$ cat src/rtl/addsub_pkg.sv
// Shared types and helpers for the digit-serial adder/subtractor.
package addsub_pkg;

  typedef enum logic [1:0] {
    IDLE = 2'd0,
    RUN  = 2'd1,
    DONE = 2'd2
  } state_e;

  localparam logic MODE_ADD = 1'b0;
  localparam logic MODE_SUB = 1'b1;

  function automatic int num_slices(input int width, input int digit);
    return width / digit;
  endfunction

endpackage

$ cat src/rtl/addsub_digit.sv
// Combinational DIGIT-bit ripple-carry slice; also exposes the carry into its MSB
// so the top level can form the signed-overflow flag on the final slice.
module addsub_digit #(
  parameter int DIGIT = 1
) (
  input  logic [DIGIT-1:0] a_d,
  input  logic [DIGIT-1:0] b_d,
  input  logic             c_in,
  output logic [DIGIT-1:0] s_d,
  output logic             c_out,
  output logic             c_msb_in
);

  logic c;

  always_comb begin
    c        = c_in;
    c_msb_in = c_in;
    s_d      = '0;
    for (int i = 0; i < DIGIT; i++) begin
      if (i == DIGIT - 1) c_msb_in = c;
      s_d[i] = a_d[i] ^ b_d[i] ^ c;
      c      = (a_d[i] & b_d[i]) | (c & (a_d[i] ^ b_d[i]));
    end
    c_out = c;
  end

endmodule

$ cat src/rtl/serial_addsub_unit.sv
// Digit-serial add/subtract unit: DIGIT bits per clock, LSB first, start/done handshake.
// Optional signed saturation of the result is enabled by SERIAL_ADDSUB_SATURATE_EN.
module serial_addsub_unit
  import addsub_pkg::*;
#(
  parameter int WIDTH = 8,
  parameter int DIGIT = 1
) (
  input  logic             clk,
  input  logic             rst,
  input  logic             start,
  input  logic             sub,
  input  logic [WIDTH-1:0] a,
  input  logic [WIDTH-1:0] b,
  input  logic             cin,
  output logic             busy,
  output logic             done,
  output logic [WIDTH-1:0] s,
  output logic             cout,
  output logic             ovf,
  output logic             zero
);

  localparam int NSL = num_slices(WIDTH, DIGIT);
  localparam int CW  = (NSL > 1) ? $clog2(NSL) : 1;

  if (WIDTH < 2) begin : g_bad_width
    $error("serial_addsub_unit: WIDTH must be at least 2");
  end
  if (DIGIT < 1 || (WIDTH % DIGIT) != 0) begin : g_bad_digit
    $error("serial_addsub_unit: WIDTH must be a positive multiple of DIGIT");
  end

  state_e           state_q, state_d;
  logic [CW-1:0]    cnt_q, cnt_d;
  logic [WIDTH-1:0] a_q, a_d, b_q, b_d, res_q, res_d, s_q, s_d;
  logic             sub_q, sub_d, c_q, c_d;
  logic             cout_q, cout_d, ovf_q, ovf_d, zero_q, zero_d;

  logic [DIGIT-1:0] sl_a, sl_b, sl_s;
  logic             sl_c, sl_cmsb;
  logic             last;
  logic [WIDTH-1:0] res_fin, s_fin;
  logic             ovf_fin, cout_fin;

  // b is stored pre-inverted for subtract, so the slice is always a plain adder
  assign sl_a = a_q[DIGIT*int'(cnt_q) +: DIGIT];
  assign sl_b = b_q[DIGIT*int'(cnt_q) +: DIGIT];
  assign last = (int'(cnt_q) == NSL - 1);

  addsub_digit #(.DIGIT(DIGIT)) u_digit (
    .a_d      (sl_a),
    .b_d      (sl_b),
    .c_in     (c_q),
    .s_d      (sl_s),
    .c_out    (sl_c),
    .c_msb_in (sl_cmsb)
  );

  assign res_fin  = (res_q >> DIGIT) | (WIDTH'(sl_s) << (WIDTH - DIGIT));
  assign ovf_fin  = sl_cmsb ^ sl_c;
  assign cout_fin = (sub_q == MODE_ADD) ? sl_c : ~sl_c;

`ifdef SERIAL_ADDSUB_SATURATE_EN
  function automatic logic [WIDTH-1:0] saturate(input logic [WIDTH-1:0] val,
                                                input logic ov, input logic sign);
    if (!ov) return val;
    return sign ? {1'b1, {(WIDTH-1){1'b0}}} : {1'b0, {(WIDTH-1){1'b1}}};
  endfunction

  // On overflow the true result has the sign of operand A
  assign s_fin = saturate(res_fin, ovf_fin, a_q[WIDTH-1]);
`else
  assign s_fin = res_fin;
`endif

  always_comb begin
    state_d = state_q;
    cnt_d   = cnt_q;
    a_d     = a_q;
    b_d     = b_q;
    sub_d   = sub_q;
    c_d     = c_q;
    res_d   = res_q;
    s_d     = s_q;
    cout_d  = cout_q;
    ovf_d   = ovf_q;
    zero_d  = zero_q;
    unique case (state_q)
      RUN: begin
        c_d   = sl_c;
        res_d = res_fin;
        cnt_d = cnt_q + 1'b1;
        if (last) begin
          state_d = DONE;
          s_d     = s_fin;
          cout_d  = cout_fin;
          ovf_d   = ovf_fin;
          zero_d  = (s_fin == '0);
        end
      end
      default: begin
        state_d = IDLE;
        if (start) begin
          state_d = RUN;
          cnt_d   = '0;
          a_d     = a;
          b_d     = (sub == MODE_SUB) ? ~b : b;
          sub_d   = sub;
          c_d     = (sub == MODE_SUB) ? ~cin : cin;
          res_d   = '0;
        end
      end
    endcase
  end

  always_ff @(posedge clk) begin
    if (rst) begin
      state_q <= IDLE;
      cnt_q   <= '0;
      a_q     <= '0;
      b_q     <= '0;
      sub_q   <= 1'b0;
      c_q     <= 1'b0;
      res_q   <= '0;
      s_q     <= '0;
      cout_q  <= 1'b0;
      ovf_q   <= 1'b0;
      zero_q  <= 1'b0;
    end else begin
      state_q <= state_d;
      cnt_q   <= cnt_d;
      a_q     <= a_d;
      b_q     <= b_d;
      sub_q   <= sub_d;
      c_q     <= c_d;
      res_q   <= res_d;
      s_q     <= s_d;
      cout_q  <= cout_d;
      ovf_q   <= ovf_d;
      zero_q  <= zero_d;
    end
  end

  assign busy = (state_q == RUN);
  assign done = (state_q == DONE);
  assign s    = s_q;
  assign cout = cout_q;
  assign ovf  = ovf_q;
  assign zero = zero_q;

endmodule
$ cat config.mk
export PLATFORM = sky130hd
export DESIGN_NAME = serial_addsub_unit
export DESIGN_NICKNAME = d
export VERILOG_FILES = /design/src/rtl/addsub_pkg.sv /design/src/rtl/addsub_digit.sv /design/src/rtl/serial_addsub_unit.sv
export SDC_FILE = /design/constraint.sdc
export NUM_CORES = 1
export LEC_CHECK = 0
export CORE_ASPECT_RATIO = 0.75
export CORE_MARGIN = 8
export CORE_UTILIZATION = 45
export CTS_CLUSTER_SIZE = 8
export DETAILED_ROUTE_END_ITERATION = 7
export PLACE_DENSITY = 0.71
export SETUP_SLACK_MARGIN = 0.2
export SLEW_MARGIN = 20
export SYNTH_ARGS = -nofsm -noshare
export SYNTH_HDL_FRONTEND = slang
export SYNTH_HIERARCHICAL = 1
export SYNTH_SLANG_ARGS = --single-unit
$ cat constraint.sdc
create_clock -name clk -period 3.7 [get_ports clk]
set_input_delay 0.555 -clock clk [delete_from_list [all_inputs] [get_ports clk]]
set_output_delay 0.555 -clock clk [all_outputs]
set_load 0.1 [all_outputs]
# [Yosys cells after proc, flatten, opt, wreduce, memory -nomap -nowiden]
# Cells that the tools add are included.
[totals] word_cells=45 output_inout_bits=13 reg_bits=42 in_bits=21
[classes] mux=12 shift=2 n_reduce_logical=4 n_eq_ne=4 add_sub_neg=1 bitwise=11
[op_table] cell="8-bit 2-to-1 mux" n=3
[op_table] cell="8-bit by 4-bit variable part select with 1-bit output" n=2
[op_table] cell="8-bit zero test" n=1
[op_table] cell="8-bit NOT" n=1
[op_table] cell="7-bit by 8-bit OR with 8-bit output" n=1
[op_table] cell="3-bit 2-to-1 mux" n=2
[op_table] cell="1-bit 2-to-1 mux" n=5
[op_table] cell="2-bit 2-to-1 mux" n=2
[op_table] cell="2-bit AND reduction" n=2
[op_table] cell="3-bit by 1-bit adder with 3-bit output, second input constant" n=1
[op_table] cell="3-bit by 1-bit equality test with 1-bit output, second input constant" n=1
[op_table] cell="1-bit NOT" n=3
[op_table] cell="1-bit XOR" n=3
[op_table] cell="1-bit bitwise AND" n=2
[op_table] cell="2-bit by 1-bit equality test with 1-bit output, second input constant" n=1
[op_table] cell="2-bit equality test, second input constant" n=1
[op_table] cell="2-bit by 1-bit inequality test with 1-bit output, second input constant" n=1
[op_table] cell="2-bit nonzero test" n=1
[op_table] cell="1-bit OR" n=1

# [Longest topological paths before layout]
# Gate-level depths: netlist of run 1.
[logic_depth] ltp_word=6 mapped_depth=7 ltp_nobuf=6

# [By module]
# Netlist of run 1, hierarchy kept.
[by_module_without_submodules] module="serial_addsub_unit" cells_per_inst=197 seq_area_each_um2=820.8 n_inst=1 area_each_um2=1752.9
[by_module_without_submodules] module="addsub_digit" cells_per_inst=2 seq_area_each_um2=0.0 n_inst=1 area_each_um2=27.5

# [Worst setup path before layout of run 1]
# OpenSTA, ideal clock, no wires.
[synth_timing] path_kind="reg2out" from="register state_q[1]" to="output port done" arrival_time_ns=1.677 slack_ns=1.468 path_buffers=0 required_time_ns=3.145 path_stages_with_launch=2 cell_sequence="dfxtp_1 -> nor2b_1"
[synth_via] elab_chain_len=1
[synth_lines] element="start: declaration" line_no="serial_addsub_unit.sv:34" source="state_e state_q, state_d;"
[synth_lines] element="start signal: assignment" line_no="serial_addsub_unit.sv:131" source="state_q <= state_d;"
[synth_lines] element="2-bit equality test" line_no="serial_addsub_unit.sv:146" source="assign done = (state_q == DONE);"
[synth_lines] element="end: declaration" line_no="serial_addsub_unit.sv:17" source="output logic done,"
# Every way passes these cells.

# [Final worst setup path of run 1]
# Ends and elaborated chain as after synthesis.

==> impl_metrics.csv, run 1 <==
group,metric,value,unit
timing,finalCritPeriodShare,67.3,%
detailed_routing,met2_length,1500,um
clocking,cts_tree,"built",
cells_and_area,nNetsFinal,247,
detailed_routing,wire_per_inst,13.1,um
timing,finalSetupViolations,0,
clocking,cts_resized,0,
power_and_ir_drop,p_leak,0.756,nW
cells_and_area,design_area,2180,um^2
timing,grt_setup_unrepaired,"no",
logic_synthesis,synth_warnings,6,
timing,worst_slack,1.21,ns
cells_and_area,area_growth,22.7,%
hold_path,hold_path_class,"reg -> reg",
floorplan,num_rows,19,
place,preCtsSetupSlack,1.32,ns
grt,grt_max_degree,42,
floorplan,initial_core_util,47.7,%
detailed_routing,top_layer_used,"met4",
logic_synthesis,syn_inst,199,
detailed_routing,routed_wl,3630,um
logic_synthesis,synth.cell_area,1780,um^2
logic_synthesis,seq_area_frac_synth,46.1,%
logic_synthesis,syn_area_per_cell,8.95,um^2
logic_synthesis,ys_ff_latch,41,
run,drv_cap,0,
timing,fmax,0.402,GHz
power_and_ir_drop,power.density,394,nW/um^2
detailed_routing,dr.pass1.iters,4,
detailed_routing,vias,1473,
detailed_routing,drc,0,
clocking,ctsHoldBuffers,0,
floorplan,dieHeight,70.5,um
setup_path,crit_type,"reg -> out",
power_and_ir_drop,power,0.860,mW
detailed_routing,wl_met3,242,um
detailed_routing,viasPerCell,5.34,
floorplan,die_x,88.6,um
setup_path,crit_fanout,4,
clocking,cts.reportedPaths.clkPinSlew,0.08,ns
cells_and_area,fin_util,58.5,%
run_status,status,"completed",
timing,worst_pin_slew,0.981,ns
setup_path,startpoint_type,"register",
setup_path,required,3.14,ns
clocking,max-clock-path-buffers,2,
floorplan,core,3730,um^2
detailed_routing,wl_met1,1850,um
timing,fin_skew,0.00382,ns
place,portBuffers,33,
clocking,cts_made_buffers,5,
timing,fin_tns_setup,0,ns
detailed_routing,antenna_left,0,
setup_path,crit_chain,"nor2b_1, clkdlybuf4s50_1",
place,dp_hpwl,2500,um
timing,drv_slew,0,
setup_path,cp_data_arrival_time,1.93,ns
logic_synthesis,syn_nets,223,
detailed_routing,drt_iter0_drc,113,
cells_and_area,mostFrequentLayoutCell,"dfxtp_1",
grt,track_usage,13.0,%
logic_synthesis,ys_types,24,
cells_and_area,diodes,0,
setup_path,end_kind,"output pin",
place,gp_congestion,0.749,
cells_and_area,nFillCells,344,
grt,grt_pass1_vias,1371,
floorplan,io_pins,34,
clocking,cts_sinks,41,
clocking,cts_htree_levels,2,
clocking,clockRootBuffer,"clkbuf_8",
timing,finalHoldViolCount,0,
setup_path,cp_slowest_cell,"clkdlybuf4s50_1",
place,place_area,2100,um^2
setup_path,slowest_delay,1.14,ns
cells_and_area,final_cell_mix,"41 x dfxtp_1, 37 x a21oi_1, 32 x clkdlybuf4s50_1, 27 x nand2_1, 20 x nand3_1",
timing,relSlewSlack,34.4,%
grt,grt_pass1_wl,6420,um
clocking,clk_latency,0.29,ns
clocking,cts_setup_buffers,0,
timing,fin_crit,2.49,ns
power_and_ir_drop,ir_worst_vdd,0.000246,V
grt,antenna_found_initial,0,
cells_and_area,drive_gt1_share,5.80,%
floorplan,die_area,6250,um^2
grt,gr-total-overflow,0,
## synthesized netlist by cell type (all sizes together)
| library cell | n | area, um^2 |
|---|---|---|
| nand2b | 2 | 12.5 |
| nor2 | 5 | 18.8 |
| a21oi | 37 | 185 |
| dfxtp | 41 | 821 |
| nor4 | 2 | 12.5 |
| ha | 2 | 25.0 |
| a211o | 1 | 8.76 |
| nand3 | 20 | 100 |
| o21ai | 9 | 45.0 |
| inv | 2 | 7.51 |
| nor2b | 1 | 6.26 |
| clkbuf | 9 | 33.8 |
| fa | 1 | 20.0 |
| mux4 | 4 | 105 |
| nand2 | 27 | 101 |
| xnor2 | 11 | 96.3 |
| a211oi | 11 | 82.6 |
| nand3b | 1 | 7.51 |
| and3b | 1 | 8.76 |
| buf | 10 | 60.1 |
| mux2 | 2 | 22.5 |
## where the power goes
part / internal, mW / total (mW) / switching [mW]
sequential: 0.458 / 0.470 / 0.0121
clock: 0.131 / 0.279 / 0.148
combinational: 0.0543 / 0.111 / 0.0564
total: 0.643 / 0.860 / 0.217
## worst paths after layout
path	endpoint	cells past startpoint	from	slack (ns)
setup / recovery	done	2	state_q[1]$_SDFFE_PP0P_	1.21
setup reg to reg	zero$_SDFFE_PP0P_	6	cnt_q[0]$_SDFFE_PP0P_	1.30
hold reg to reg	s[6]$_SDFFE_PP0P_	2	s[6]$_SDFFE_PP0P_	0.46
hold / removal	s[6]$_SDFFE_PP0P_	2	s[6]$_SDFFE_PP0P_	0.46
## critical path: cells and delay by family (launching register included)
kind / cells / cell delay (ns)
buf+inv: 1 / 1.14
flops: 1 / 0.35
simple gates: 1 / 0.14
## area by class of cell
type                    count  area [um^2]  share of cell area, %
clock inverters             2         10.0                  0.458
clock buffers               6         72.6                   3.32
multi-input cells         137          858                   39.3
repair buffers             36          350                   16.0
flip-flops and latches     41          821                   37.6
well taps                  52         65.1                   2.98
inverters                   2         7.51                  0.344
## cell families (layout without fill, tap and decap cells)
kind of cell / Yosys count / in the layout / synth area share (%)
compound gates: 58 / 58 / 18.1
xor+xnor: 11 / 11 / 5.41
fa+ha+maj: 3 / 3 / 2.53
buf+inv: 21 / 46 / 5.69
flops: 41 / 41 / 46.1
mux: 6 / 6 / 7.17
simple gates: 59 / 59 / 15.0
## per-stage QoR
| step | hold WS (ns) | cells |
|---|---|---|
| floorplan | 0.445 | 199 |
| global placement | 0.444 | 268 |
| detailed placement | 0.449 | 268 |
| CTS | 0.459 | 276 |
| global route | 0.481 | 276 |
| finish | 0.456 | 276 |
## flip-flops by register name, summed over array words and instances (netlist names), 2 cells and up
register  count
a_q           8
b_q           8
cnt_q         3
res_q         7
s             8
state_q       2
## layer usage
metal	vias up	global-route usage (%)
li1	745	-
met1	684	17.9
met2	39	17.5
met3	5	5.02
met4	0	4.49
met5	-	0
(Power assumes the default switching activity.)
==> inputs of run 2 (changes only) <==
Clock period 3.7 ns to 2.3 ns, I/O delays scaled along.
==> impl_metrics.csv, run 2 (synthesis results as in run 1) <==
group,metric,value,unit
run_status,status,"completed",
timing,fin_skew,0.00360,ns
setup_path,end_kind,"register",
cells_and_area,area_growth,25.0,%
floorplan,initial_core_util,47.7,%
clocking,ctsHoldBuffers,0,
setup_path,r2r-start,"cnt_q[0]$_SDFFE_PP0P_",
cells_and_area,drive_gt1_share,16.6,%
setup_path,crit_type,"reg -> reg",
clocking,cts_htree_levels,2,
place,gp_congestion,0.742,
power_and_ir_drop,p_leak,0.795,nW
grt,gr-total-overflow,0,
grt,track_usage,13.5,%
grt,grt_max_degree,42,
floorplan,dieHeight,70.5,um
detailed_routing,wire_per_inst,13.6,um
timing,finalSetupViolations,0,
timing,fin_crit,2.15,ns
timing,worst_slack,0.151,ns
floorplan,die_x,88.6,um
grt,grt_pass1_wl,6640,um
setup_path,startpoint_type,"register",
place,preCtsSetupSlack,-0.0356,ns
hold_path,hp-start,"s[1]$_SDFFE_PP0P_",
clocking,cts_sinks,41,
detailed_routing,vias,1476,
place,dp_hpwl,2640,um
timing,grt_setup_unrepaired,"yes",
cells_and_area,mostFrequentLayoutCell,"dfxtp_1",
grt,antenna_found_initial,0,
detailed_routing,drt_iter0_drc,100,
setup_path,required,2.53,ns
power_and_ir_drop,ir_worst_vdd,0.000313,V
setup_path,crit_fanout,6,
cells_and_area,nFillCells,340,
cells_and_area,diodes,0,
clocking,cts.reportedPaths.clkPinSlew,0.07,ns
grt,grt_pass1_vias,1388,
place,portBuffers,33,
run,drv_cap,0,
floorplan,io_pins,34,
timing,worst_pin_slew,0.529,ns
place,place_area,2120,um^2
timing,finalHoldViolCount,0,
timing,drv_slew,0,
detailed_routing,drc,0,
cells_and_area,nNetsFinal,252,
setup_path,setup.worst_path.start,"cnt_q[0]$_SDFFE_PP0P_",
floorplan,die_area,6250,um^2
setup_path,ff2ff_setup_slack,0.15,ns
clocking,max-clock-path-buffers,2,
cells_and_area,design_area,2230,um^2
power_and_ir_drop,power.density,636,nW/um^2
timing,fin_tns_setup,0,ns
clocking,cts_made_buffers,5,
floorplan,core,3730,um^2
detailed_routing,viasPerCell,5.25,
clocking,clk_latency,0.29,ns
timing,finalCritPeriodShare,93.4,%
setup_path,cp_data_arrival_time,2.38,ns
clocking,clockRootBuffer,"clkbuf_8",
detailed_routing,routed_wl,3820,um
hold_path,hold_path_class,"reg -> reg",
cells_and_area,fin_util,59.6,%
cells_and_area,final_cell_mix,"40 x dfxtp_1, 35 x a21oi_1, 26 x nand2_1, 20 x nand3_1, 20 x clkdlybuf4s50_1",
clocking,cts_tree,"built",
detailed_routing,antenna_left,0,
detailed_routing,dr.pass1.iters,4,
timing,relSlewSlack,64.6,%
timing,fmax,0.465,GHz
floorplan,num_rows,19,
==> run 2: routing by layer <==
layer | up-vias | track usage [%] | wire, um
met5 | - | 0 | 0
met4 | 0 | 6.73 | 44
met3 | 4 | 4.79 | 274
met2 | 37 | 18.2 | 1560
met1 | 682 | 18.1 | 1940
li1 | 753 | - | -
==> run 2: timing repair <==
action,in CTS,in global routing
resized for setup,11,3
setup endpoints to repair,5,5
setup buffers,1,0
endpoints found under the hold margin,0,0
pin swaps,2,3
==> run 2: area by class of cell <==
cell class | count | area [um^2] | area share (%)
multi-input cells | 137 | 875 | 39.3
well taps | 52 | 65.1 | 2.92
clock buffers | 8 | 80.1 | 3.60
flip-flops and latches | 41 | 825 | 37.0
repair buffers | 41 | 374 | 16.8
inverters | 2 | 7.51 | 0.337
==> run 2: power by group <==
part           internal (mW)  switching (mW)  leakage [nW]
combinational          0.111           0.101         0.420
sequential             0.737          0.0213         0.335
clock                  0.216           0.231        0.0395
total                   1.06           0.353         0.795
==> run 2: path summary, 6_finish.rpt <==
check                      end  cells after the start
max reg2reg  zero$_SDFFE_PP0P_                      6
min          s[1]$_SDFFE_PP0P_                      2
max          zero$_SDFFE_PP0P_                      6
min reg2reg  s[1]$_SDFFE_PP0P_                      2
==> run 2: through the flow <==
step,hold slack (ns),cells,power (mW)
after floorplan,0.445,199,0.896
after global placement,0.444,272,0.964
after detailed placement,0.448,272,0.967
after CTS,0.459,281,1.42
after global routing,0.479,281,1.48
final,0.456,281,1.42
==> run 2: worst max-delay path, stage by stage, from the launching register on <==
cell and delay (ns):
dfxtp_4 0.40, mux4_2 0.49, mux2_4 0.29, fa_2 0.50, nor4_2 0.15, nand3_1 0.10
a21oi_1 0.15
==> inputs of run 3 (changes only) <==
Settings changed: CTS_BUF_LIST set to sky130_fd_sc_hd__clkbuf_4 sky130_fd_sc_hd__clkbuf_8 sky130_fd_sc_hd__clkbuf_16.
==> impl_metrics.csv, run 3 (synthesis results as in run 1) <==
group,metric,value,unit
run_status,status,"completed",
cells_and_area,diodes,0,
clocking,cts_htree_levels,2,
detailed_routing,dr.pass1.iters,4,
clocking,ctsHoldBuffers,0,
place,place_area,2120,um^2
run,drv_cap,0,
power_and_ir_drop,p_leak,0.797,nW
clocking,clk_latency,0.29,ns
floorplan,core,3730,um^2
cells_and_area,area_growth,24.9,%
floorplan,num_rows,19,
timing,fin_skew,0.00336,ns
timing,grt_setup_unrepaired,"yes",
timing,fmax,0.462,GHz
floorplan,die_area,6250,um^2
setup_path,cp_slowest_cell,"fa_2",
setup_path,crit_chain,"mux4_2, mux2_4, fa_2, nor4_2, nand3_1, a21oi_1",
place,dp_hpwl,2640,um
detailed_routing,drc,0,
detailed_routing,drt_iter0_drc,71,
cells_and_area,nNetsFinal,252,
place,portBuffers,33,
cells_and_area,final_cell_mix,"40 x dfxtp_1, 37 x a21oi_1, 26 x nand2_1, 20 x nand3_1, 20 x clkdlybuf4s50_1",
cells_and_area,mostFrequentLayoutCell,"dfxtp_1",
grt,grt_pass1_wl,6690,um
floorplan,die_x,88.6,um
timing,finalHoldViolCount,0,
timing,finalCritPeriodShare,94.1,%
detailed_routing,routed_wl,3770,um
setup_path,crit_fanout,6,
floorplan,io_pins,34,
floorplan,initial_core_util,47.7,%
cells_and_area,nFillCells,340,
cells_and_area,design_area,2220,um^2
hold_path,hold_path_class,"reg -> reg",
timing,fin_crit,2.16,ns
timing,drv_slew,0,
floorplan,dieHeight,70.5,um
cells_and_area,fin_util,59.6,%
setup_path,crit_type,"reg -> reg",
clocking,cts_tree,"built",
place,gp_congestion,0.742,
timing,finalSetupViolations,0,
detailed_routing,viasPerCell,5.27,
clocking,max-clock-path-buffers,2,
clocking,cts_made_buffers,5,
detailed_routing,vias,1481,
grt,grt_max_degree,42,
setup_path,slowest_delay,0.50,ns
grt,track_usage,13.5,%
grt,antenna_found_initial,0,
clocking,clockRootBuffer,"clkbuf_8",
clocking,cts.reportedPaths.clkPinSlew,0.07,ns
setup_path,startpoint_type,"register",
timing,relSlewSlack,64.7,%
detailed_routing,wire_per_inst,13.4,um
setup_path,cp_data_arrival_time,2.39,ns
power_and_ir_drop,power.density,650,nW/um^2
grt,gr-total-overflow,0,
power_and_ir_drop,ir_worst_vdd,0.000316,V
cells_and_area,drive_gt1_share,17.0,%
setup_path,required,2.53,ns
setup_path,end_kind,"register",
timing,worst_pin_slew,0.527,ns
clocking,cts_sinks,41,
detailed_routing,antenna_left,0,
grt,grt_pass1_vias,1393,
## run 3: cell counts in the layout (fill, tap and decap cells not counted)
Identical to the previous run, type by type.
## run 3: area by class of cell
class | count | area [um^2] | share of cell area [%]
Multi-Input combinational cell | 137 | 862 | 38.8
Tap cell | 52 | 65.1 | 2.92
Timing Repair Buffer | 41 | 374 | 16.8
Sequential cell | 41 | 825 | 37.1
Inverter | 2 | 7.51 | 0.337
Clock buffer | 8 | 91.3 | 4.11
## run 3: worst paths after layout
kind	cells past startpoint	to	slack, ns	from
min reg2reg	2	s[2]$_SDFFE_PP0P_	0.46	s[2]$_SDFFE_PP0P_
min	2	s[2]$_SDFFE_PP0P_	0.46	s[2]$_SDFFE_PP0P_
max	6	zero$_SDFFE_PP0P_	0.14	cnt_q[0]$_SDFFE_PP0P_
max reg2reg	6	zero$_SDFFE_PP0P_	0.14	cnt_q[0]$_SDFFE_PP0P_
## run 3: per-layer routing
| layer | part of all wire (%) | GRT usage (%) |
|---|---|---|
| met5 | 0 | 0 |
| met4 | 1.2 | 6.73 |
| met3 | 8.0 | 4.79 |
| met2 | 42 | 18.1 |
| met1 | 49 | 18.4 |
## run 3: worst max-delay path: cells and delay by family (launching register included)
| kind | cells | cell delay [ns] |
|---|---|---|
| mux | 2 | 0.78 |
| fa+ha+maj | 1 | 0.50 |
| flops | 1 | 0.40 |
| simple gates | 2 | 0.27 |
| compound gates | 1 | 0.15 |
## run 3: power breakdown
group	internal, mW	switching, mW	leakage (nW)
Sequential	0.737	0.0210	0.335
Clock	0.251	0.230	0.0498
Combinational	0.110	0.0984	0.413
Total	1.10	0.350	0.797
## run 3: what timing repair did
item | in CTS | in global routing
resized for setup | 11 | 0
pin swaps | 2 | 2
cloned | 0 | 0
setup buffers | 1 | 0
setup endpoints to repair | 5 | 5
## run 3: stage by stage
| step | total power, mW | worst slack (ns) | hold slack [ns] | setup TNS (ns) | instances |
|---|---|---|---|---|---|
| after floorplan | 0.896 | 0.135 | 0.445 | 0 | 199 |
| after global placement | 0.964 | 0.0260 | 0.444 | 0 | 272 |
| after detailed placement | 0.967 | -0.0356 | 0.448 | -0.0356 | 272 |
| after CTS | 1.46 | 0.151 | 0.459 | 0 | 281 |
| after global routing | 1.52 | 0.0591 | 0.479 | 0 | 281 |
| final | 1.45 | 0.136 | 0.455 | 0 | 281 |
